--- config.mk ---
export PLATFORM = sky130hd
export DESIGN_NAME = elbeth_mem_arbiter
export DESIGN_NICKNAME = d
export VERILOG_FILES = /design/src/rtl/elbeth_mem_arbiter_pkg.sv /design/src/rtl/elbeth_mem_arbiter_rr_arbiter2.sv /design/src/rtl/elbeth_mem_arbiter.sv
export SDC_FILE = /design/constraint.sdc
export NUM_CORES = 1
export LEC_CHECK = 0
export BUFFER_PORTS_ARGS = -buffer_cell sky130_fd_sc_hd__buf_2
export CAP_MARGIN = 20
export CORE_ASPECT_RATIO = 0.8
export CORE_MARGIN = 2
export CORE_UTILIZATION = 25
export DETAILED_ROUTE_END_ITERATION = 10
export HOLD_SLACK_MARGIN = 0.06
export SLEW_MARGIN = 20
export SYNTH_ARGS = -nofsm -noshare
export SYNTH_HDL_FRONTEND = slang
export SYNTH_SLANG_ARGS = --single-unit
export TNS_END_PERCENT = 10
--- constraint.sdc ---
create_clock -name clk -period 8.8 [get_ports clk]
set_input_delay 0 -clock clk [delete_from_list [all_inputs] [get_ports clk]]
set_output_delay 0 -clock clk [all_outputs]
set_load 0.1 [all_outputs]
--- src/rtl/elbeth_mem_arbiter_pkg.sv ---
// Shared definitions for the elbeth memory arbiter: FSM encodings and
// default sizing parameters.
package elbeth_mem_arbiter_pkg;

   typedef enum logic [1:0] {
      ST_IDLE  = 2'd0,
      ST_ISSUE = 2'd1,
      ST_WAIT  = 2'd2,
      ST_DONE  = 2'd3
   } state_e;

   localparam int DEF_AW      = 8;
   localparam int DEF_TIMEOUT = 15;
   localparam int CNT_W       = 8;

endpackage

--- src/rtl/elbeth_mem_arbiter_rr_arbiter2.sv ---
// Two-way round-robin selector: a standing tie goes to the master that was
// not granted last; the pointer resets so that master 0 wins the first tie.
module elbeth_rr_arbiter2 (
   input  logic       clk,
   input  logic       rst,
   input  logic [1:0] req_i,
   input  logic       take_i,
   output logic       gnt_valid_o,
   output logic       gnt_idx_o
);

   logic last_q;

   always_comb begin
      gnt_valid_o = |req_i;
      gnt_idx_o   = 1'b0;
      if (req_i == 2'b11) begin
         gnt_idx_o = ~last_q;
      end else begin
         gnt_idx_o = req_i[1];
      end
   end

   always_ff @(posedge clk or posedge rst) begin
      if (rst) begin
         last_q <= 1'b1;
      end else if (take_i && gnt_valid_o) begin
         last_q <= gnt_idx_o;
      end
   end

endmodule

--- src/rtl/elbeth_mem_arbiter.sv ---
// Two-master arbiter onto a single-cycle-issue memory port with a
// ready-timeout; one outstanding transaction at a time.
module elbeth_mem_arbiter
   import elbeth_mem_arbiter_pkg::*;
#(
   parameter int AW      = DEF_AW,
   parameter int TIMEOUT = DEF_TIMEOUT
) (
   input  logic          clk,
   input  logic          rst,
   input  logic          m0_req,
   input  logic [AW-1:0] m0_addr,
   input  logic [31:0]   m0_wdata,
   input  logic [3:0]    m0_we,
   output logic [31:0]   m0_rdata,
   output logic          m0_ack,
   output logic          m0_err,
   input  logic          m1_req,
   input  logic [AW-1:0] m1_addr,
   input  logic [31:0]   m1_wdata,
   input  logic [3:0]    m1_we,
   output logic [31:0]   m1_rdata,
   output logic          m1_ack,
   output logic          m1_err,
   output logic          mem_enable,
   output logic [AW-1:0] mem_addr,
   output logic [31:0]   mem_data_in,
   output logic [3:0]    mem_rw,
   input  logic [31:0]   mem_data_out,
   input  logic          mem_ready
);

   localparam logic [CNT_W-1:0] TIMEOUT_C = CNT_W'(TIMEOUT);

   state_e            state_q, state_d;
   logic [AW-1:0]     addr_q;
   logic [31:0]       wdata_q;
   logic [3:0]        we_q;
   logic              gnt_q;
   logic              err_q;
   logic [CNT_W-1:0]  cnt_q;
   logic [31:0]       rdata0_q, rdata1_q;
   logic              take;
   logic              gnt_valid;
   logic              gnt_idx;
   logic              timed_out;

   elbeth_rr_arbiter2 u_rr (
      .clk         (clk),
      .rst         (rst),
      .req_i       ({m1_req, m0_req}),
      .take_i      (take),
      .gnt_valid_o (gnt_valid),
      .gnt_idx_o   (gnt_idx)
   );

   assign timed_out = (cnt_q == TIMEOUT_C);

   always_comb begin
      state_d = state_q;
      take    = 1'b0;
      case (state_q)
         ST_IDLE: begin
            if (gnt_valid) begin
               take    = 1'b1;
               state_d = ST_ISSUE;
            end
         end
         ST_ISSUE: state_d = ST_WAIT;
         ST_WAIT: begin
            if (mem_ready || timed_out) begin
               state_d = ST_DONE;
            end
         end
         ST_DONE: state_d = ST_IDLE;
         default: state_d = ST_IDLE;
      endcase
   end

   always_ff @(posedge clk or posedge rst) begin
      if (rst) begin
         state_q <= ST_IDLE;
      end else begin
         state_q <= state_d;
      end
   end

   // Datapath: request latch, wait counter and per-master read data.
   always_ff @(posedge clk or posedge rst) begin
      if (rst) begin
         addr_q   <= '0;
         wdata_q  <= '0;
         we_q     <= '0;
         gnt_q    <= 1'b0;
         err_q    <= 1'b0;
         cnt_q    <= '0;
         rdata0_q <= '0;
         rdata1_q <= '0;
      end else begin
         case (state_q)
            ST_IDLE: begin
               cnt_q <= '0;
               if (gnt_valid) begin
                  gnt_q   <= gnt_idx;
                  addr_q  <= gnt_idx ? m1_addr  : m0_addr;
                  wdata_q <= gnt_idx ? m1_wdata : m0_wdata;
                  we_q    <= gnt_idx ? m1_we    : m0_we;
               end
            end
            ST_ISSUE: cnt_q <= CNT_W'(1);
            ST_WAIT: begin
               if (mem_ready) begin
                  err_q <= 1'b0;
                  if (gnt_q) rdata1_q <= mem_data_out;
                  else       rdata0_q <= mem_data_out;
               end else if (timed_out) begin
                  err_q <= 1'b1;
                  if (gnt_q) rdata1_q <= '0;
                  else       rdata0_q <= '0;
               end else begin
                  cnt_q <= cnt_q + CNT_W'(1);
               end
            end
            default: ;
         endcase
      end
   end

   assign mem_enable  = (state_q == ST_ISSUE);
   assign mem_rw      = mem_enable ? we_q : 4'b0000;
   assign mem_addr    = addr_q;
   assign mem_data_in = wdata_q;

   assign m0_ack   = (state_q == ST_DONE) && !gnt_q;
   assign m1_ack   = (state_q == ST_DONE) &&  gnt_q;
   assign m0_err   = m0_ack && err_q;
   assign m1_err   = m1_ack && err_q;
   assign m0_rdata = rdata0_q;
   assign m1_rdata = rdata1_q;

endmodule

==> Word level (Yosys, flattened, before mapping) <==
Cells that the tools add are included.
{ "totals": {"ram_bits": 0, "out_inout_bits": 113, "ff_bits": 121, "latch_bits": 0, "memories": 0, "word_cells": 62, "rom_bits": 0, "input_bits": 125} }
{ "op_classes": {"mux": 23, "addsub": 1, "eq_ne": 9, "div_mod_pow": 0, "reduce_logical": 17, "bitwise_logic": 2, "shifts": 0, "n_mul": 0, "n_lt_le_gt_ge": 0} }
{ "op_table": {"columns": ["cell", "n"], "rows": [
  ["2-to-1 mux 32 bit", 9],
  ["2-to-1 mux 8 bit", 3],
  ["case mux 8 bit (3 select lines)", 1],
  ["AND reduction 3 bit", 3],
  ["adder 8 x 1 -> 8 bit (second input constant)", 1],
  ["equality test 8 x 4 -> 1 bit (second input constant)", 1],
  ["2-to-1 mux 4 bit", 2],
  ["case mux 2 bit (4 select lines)", 1],
  ["equality test 2 bit (second input constant)", 3],
  ["!= test 2 bit (second input constant)", 3],
  ["AND reduction 2 bit", 3],
  ["logical AND 1 bit", 5],
  ["2-to-1 mux 1 bit", 5],
  ["2-to-1 mux 2 bit", 2],
  ["nonzero test 3 bit", 1],
  ["equality test 2 x 1 -> 1 bit (second input constant)", 1],
  ["zero test 2 bit", 1],
  ["!= test 2 x 1 -> 1 bit (second input constant)", 1],
  ["inverter 1 bit", 2],
  ["nonzero test 2 bit", 1],
  ["OR reduction 2 bit", 1],
  ["zero test 1 bit", 1],
  ["logical OR 1 bit", 1]
]} }

==> Longest topological paths before layout <==
{ "depth": {"ltp_word": 4, "mapped_depth": 8} }

==> Modules after synthesis <==
From an unflattened synthesis, not the netlist that was laid out.
{ "hier_totals": {"hier_cells": 427, "area_unflattened_um2": 5197.5} }
{ "modules_own_cells": {"columns": ["mod", "seq_area_each_um2", "area_per_inst_um2", "cells_per_inst", "instances"], "rows": [
  ["elbeth_mem_arbiter", 3002.9, 5142.4, 421, 1],
  ["elbeth_rr_arbiter2", 26.3, 55.1, 6, 1]
]} }

==> Least setup slack after synthesis <==
Ideal clock, no wire load.
{ "synth_path": {"path_type": "register to output", "from": "register state_q[1]", "to": "output mem_rw[0]", "arrival_time_ps": 2184, "path_stages_with_launch": 4, "path_buffers": 0, "t_required_ps": 8800, "path_slack_ps": 6616, "path_cell_list": "dfrtp_1 inv_1 ha_1 and2_1"} }
{ "synth_via": {"elab_chain_cells": 2} }
{ "synth_rtl": {"columns": ["item", "line_no", "text"], "rows": [
  ["from (decl)", "elbeth_mem_arbiter.sv:35", "state_e state_q, state_d;"],
  ["from (signal assigned)", "elbeth_mem_arbiter.sv:84", "state_q <= state_d;"],
  ["equality test 2 x 1 -> 1 bit", "elbeth_mem_arbiter.sv:129", "assign mem_enable = (state_q == ST_ISSUE);"],
  ["via mem_enable", "elbeth_mem_arbiter.sv:25", "output logic mem_enable,"],
  ["2-to-1 mux 4 bit", "elbeth_mem_arbiter.sv:130", "assign mem_rw = mem_enable ? we_q : 4'b0000;"],
  ["to (decl)", "elbeth_mem_arbiter.sv:28", "output logic [3:0] mem_rw,"]
]} }
The timed path passes the listed nets, and every way through them passes these cells.

==> Final worst setup path <==
{ "layout_path": {"from": "register state_q[0]", "to": "register rdata1_q[23], in the netlist m1_rdata[23]"} }
{ "layout_via": {"elab_chain_cells": 2} }
{ "layout_rtl": {"columns": ["item", "line_no", "text"], "rows": [
  ["equality test 2 bit", "elbeth_mem_arbiter.sv:100", "case (state_q)"],
  ["AND reduction 3 bit (no source line)", null, null],
  ["to (signal assigned)", "elbeth_mem_arbiter.sv:114", "if (gnt_q) rdata1_q <= mem_data_out;"],
  ["to (decl)", "elbeth_mem_arbiter.sv:42", "logic [31:0] rdata0_q, rdata1_q;"]
]} }
Every way passes these cells.
A chain may end at the register's enable or synchronous reset.

==> out/results.md <==
* xor/xnor share of the synthesized area: 0%
* area occupied by multi-input gates: 0.001968 mm^2
* flip-flop and latch area: 0.003029 mm^2
* number of violations of the max-capacitance limit: 0
* Root Buffer: sky130_fd_sc_hd__clkbuf_16
* number of synthesis warnings: 0
* syn_area_per_cell: 11.99 um^2
* clock latency on the worst-skew pair: 400 ps
* number of DRC violations after detailed routing: 0
* sequential-to-total area share from yosys stat: 58.89%
* final net count: 915
* cell with the most instances after synthesis: sky130_fd_sc_hd__dfrtp_1
* share of synthesized area spent on multiplexers: 8.781%
* total inserted antenna cells: 0
* category of the worst setup path capture point: flip-flop
* Avg Vias per Cell: 4.582
* RSZ-0062 raised after global routing: no
* Post-Route WL: 15.78 mm
* maximum buffer depth of the clock tree: 2
* DRT Pass-1 Iters: 5
* number of DRC violations after detailed-routing iteration 0: 249
* share of async-settable or async-resettable flops after synthesis: 100.0%
* average detailed-routed wire length per instance: 14.87 um
* share of the synthesized area in compound gates (AO/OA/AOI/OAI): 20.55%
* placer's final routability congestion estimate: 0.7813
* data arrival time of the critical path: 2720 ps
* summed instance area of the synthesized netlist: 0.005144 mm^2
* gr usage total: 14.74%
* row cnt: 46
* Die Y: 132.3 um
* final instance area: 0.008456 mm^2
* Max FO, Critical Path: 33
* die footprint: 0.02175 mm^2
* critical path required time: 9090 ps
* final number of hold-violating endpoints: 0
* number of buffers inserted during clock tree synthesis: 17
* pin count of the biggest net entering global routing: 77
* # fillers: 1919
* fmax: 411.2 MHz
* post-detailed-route count of antenna-violating nets: 0
* Tcrit/Tclk final: 27.64%
* Setup CP Type: reg -> reg
* Min Clock Period, post-route: 2432 ps
* total number of H-tree levels: 4
* half-perimeter wire length of the detailed placement result: 10.02 mm
* number of enable-type register cells in the synthesized netlist: 0
* clock-pin slew on the worst setup and hold paths: 50 ps
* placement-stage cell area: 0.006589 mm^2
* dominant combinational cell family by area after synthesis: compound AO/OA/AOI/OAI gates
* Post-CTS Repair Setup Buffers: 0
* Post-Route Setup TNS: 0 ps
* post-synth net total: 560
* min-delay worst type: in -> reg
* number of antenna violations at the first check in global routing: 0
* max-slew headroom at the worst pin: 36.58%
* share of the synthesized area in the top cell type: 58.38%
* area growth from synthesis to layout: 64.39%
* Core Area: 0.01997 mm^2
* clock tree sinks: 121
* top cells by area in the synthesized netlist: sky130_fd_sc_hd__dfrtp_1 (58%), sky130_fd_sc_hd__a32o_1 (12%), sky130_fd_sc_hd__mux2i_1 (8.6%)
* dominant cell type by area after synthesis: sky130_fd_sc_hd__dfrtp_1
* number of max-slew violations in the final report: 0
* actual transition at the worst max-transition pin: 951.3 ps
* Horiz. Die Dim: 164.4 um
* outcome: finished clean
* post-synth cell types: 34
* total of buffers placed on input and output ports: 237
* post-route clock skew: 10.98 ps
* most instantiated cells after synthesis: sky130_fd_sc_hd__dfrtp_1 (120), sky130_fd_sc_hd__a32o_1 (64), sky130_fd_sc_hd__o21ai_0 (54), sky130_fd_sc_hd__nand2_1 (50), sky130_fd_sc_hd__mux2i_1 (44)
* element type at the critical path start: flip-flop
* vias in the first global route: 5013
* initial cell density of the core: 25.75%
* top_reg_cell synth: sky130_fd_sc_hd__dfrtp_1
* Post-Synth Simple-Gate Area: 6.933%
* count of pins on the block boundary: 238
* final global-route overflow total: 0
* global-route wire length before repair: 25.65 mm
* final setup violating endpoints: 0
* number of flip-flops and latches in the synthesized netlist: 121
* total via count in the routed design: 4861
* ratio of cells with drive above 1 in the final layout: 35.01%
* Syn Inst Count: 429
* CTS tree: done
* adder-cell share of the synthesized area: 1.459%
==> per-layer routing <==
| layer | up-vias | global-route usage [%] | routed length, um |
|---|---|---|---|
| met5 | - | 0 | 0 |
| met4 | 0 | 4.734 | 202 |
| met3 | 16 | 4.026 | 976 |
| met2 | 168 | 23.92 | 7675 |
| met1 | 2354 | 19.07 | 6923 |
| li1 | 2323 | - | - |
==> registers in the layout (all words and copies together) (netlist names) <==
name	flops
cnt_q	8
err_q	1
gnt_q	1
m0_rdata	32
m1_rdata	32
mem_addr	8
mem_data_in	32
state_q	2
u_rr.last_q	1
we_q	4
==> what timing repair did <==
action,CTS,global route
resized for setup,0,0
hold buffers,129,0
endpoints found under the hold margin,158,0
==> path summary, 6_finish.rpt <==
check / start / endpoint / slack [ps] / depth (start not counted)
setup / recovery: state_q[0] / m1_rdata[23] / 6370 / 7
hold / removal: m1_req / gnt_q / 150 / 3
setup reg to reg: state_q[0] / m1_rdata[23] / 6370 / 7
hold reg to reg: we_q[0] / we_q[0] / 470 / 2
max in group asynchronous: rst / m0_rdata[22] / 7170 / 4
min in group asynchronous: rst / m0_rdata[27] / 240 / 3
==> cells in the final DEF, fill, tap and decap left out, types with 2 or more instances in the layout <==
master / instances
sky130_fd_sc_hd__nor2b_1: 2
sky130_fd_sc_hd__a21oi_1: 3
sky130_fd_sc_hd__nand2_1: 49
sky130_fd_sc_hd__a32o_1: 64
sky130_fd_sc_hd__buf_2: 237
sky130_fd_sc_hd__and3_1: 2
sky130_fd_sc_hd__ha_1: 6
sky130_fd_sc_hd__mux2i_1: 44
sky130_fd_sc_hd__clkbuf_1: 7
sky130_fd_sc_hd__o31ai_1: 4
sky130_fd_sc_hd__a31oi_1: 4
sky130_fd_sc_hd__clkinv_2: 3
sky130_fd_sc_hd__o21ai_0: 54
sky130_fd_sc_hd__bufinv_16: 3
sky130_fd_sc_hd__nor2_1: 6
sky130_fd_sc_hd__buf_4: 6
sky130_fd_sc_hd__dfrtp_1: 120
sky130_fd_sc_hd__dlygate4sd3_1: 129
sky130_fd_sc_hd__inv_1: 3
sky130_fd_sc_hd__and2_1: 7
sky130_fd_sc_hd__clkbuf_16: 17
sky130_fd_sc_hd__nand2b_1: 2
sky130_fd_sc_hd__nand3_1: 4
==> critical path, stage by stage, from the launching register on <==
cell and delay, ps:
sky130_fd_sc_hd__dfrtp_1 420, sky130_fd_sc_hd__inv_1 100, sky130_fd_sc_hd__ha_1 330, sky130_fd_sc_hd__and2_1 180, sky130_fd_sc_hd__buf_4 340, sky130_fd_sc_hd__nand2_1 420, sky130_fd_sc_hd__buf_8 300, sky130_fd_sc_hd__a32o_1 220
==> per-stage QoR <==
| stage | worst slack [ps] | instances | util, % | hold slack, ps |
|---|---|---|---|---|
| after global routing | 6119 | 1061 | 42.34 | 136.9 |
| after CTS | 5950 | 1061 | 42.33 | 124.2 |
| after detailed placement | 5953 | 900 | 32.99 | 141.0 |
| after global placement | 6036 | 899 | 32.92 | 142.1 |
| final | 6368 | 1061 | 42.34 | 148.6 |
| after floorplan | 5587 | 429 | - | 69.98 |
==> kinds of logic (layout without fill, tap and decap cells) <==
kind of cell,count (synthesis),in the layout
flip-flops,121,121
AO/OA/AOI/OAI,137,137
multiplexers,45,45
buffers and inverters,41,409
AND/OR/NAND/NOR,79,79
adder cells (fa/ha/maj),6,6
==> area by class of cell <==
cell class / instances / share of cell area [%]
multi-input cells: 267 / 23.28
clock inverters: 8 / 1.435
inverters: 4 / 0.2072
clock buffers: 24 / 5.342
repair buffers: 373 / 30.01
flip-flops and latches: 121 / 35.82
well taps: 264 / 3.906
Power is left out: the tool's default activity adds up to more than one toggle a clock period on the data nets, which glitch-free logic cannot reach.
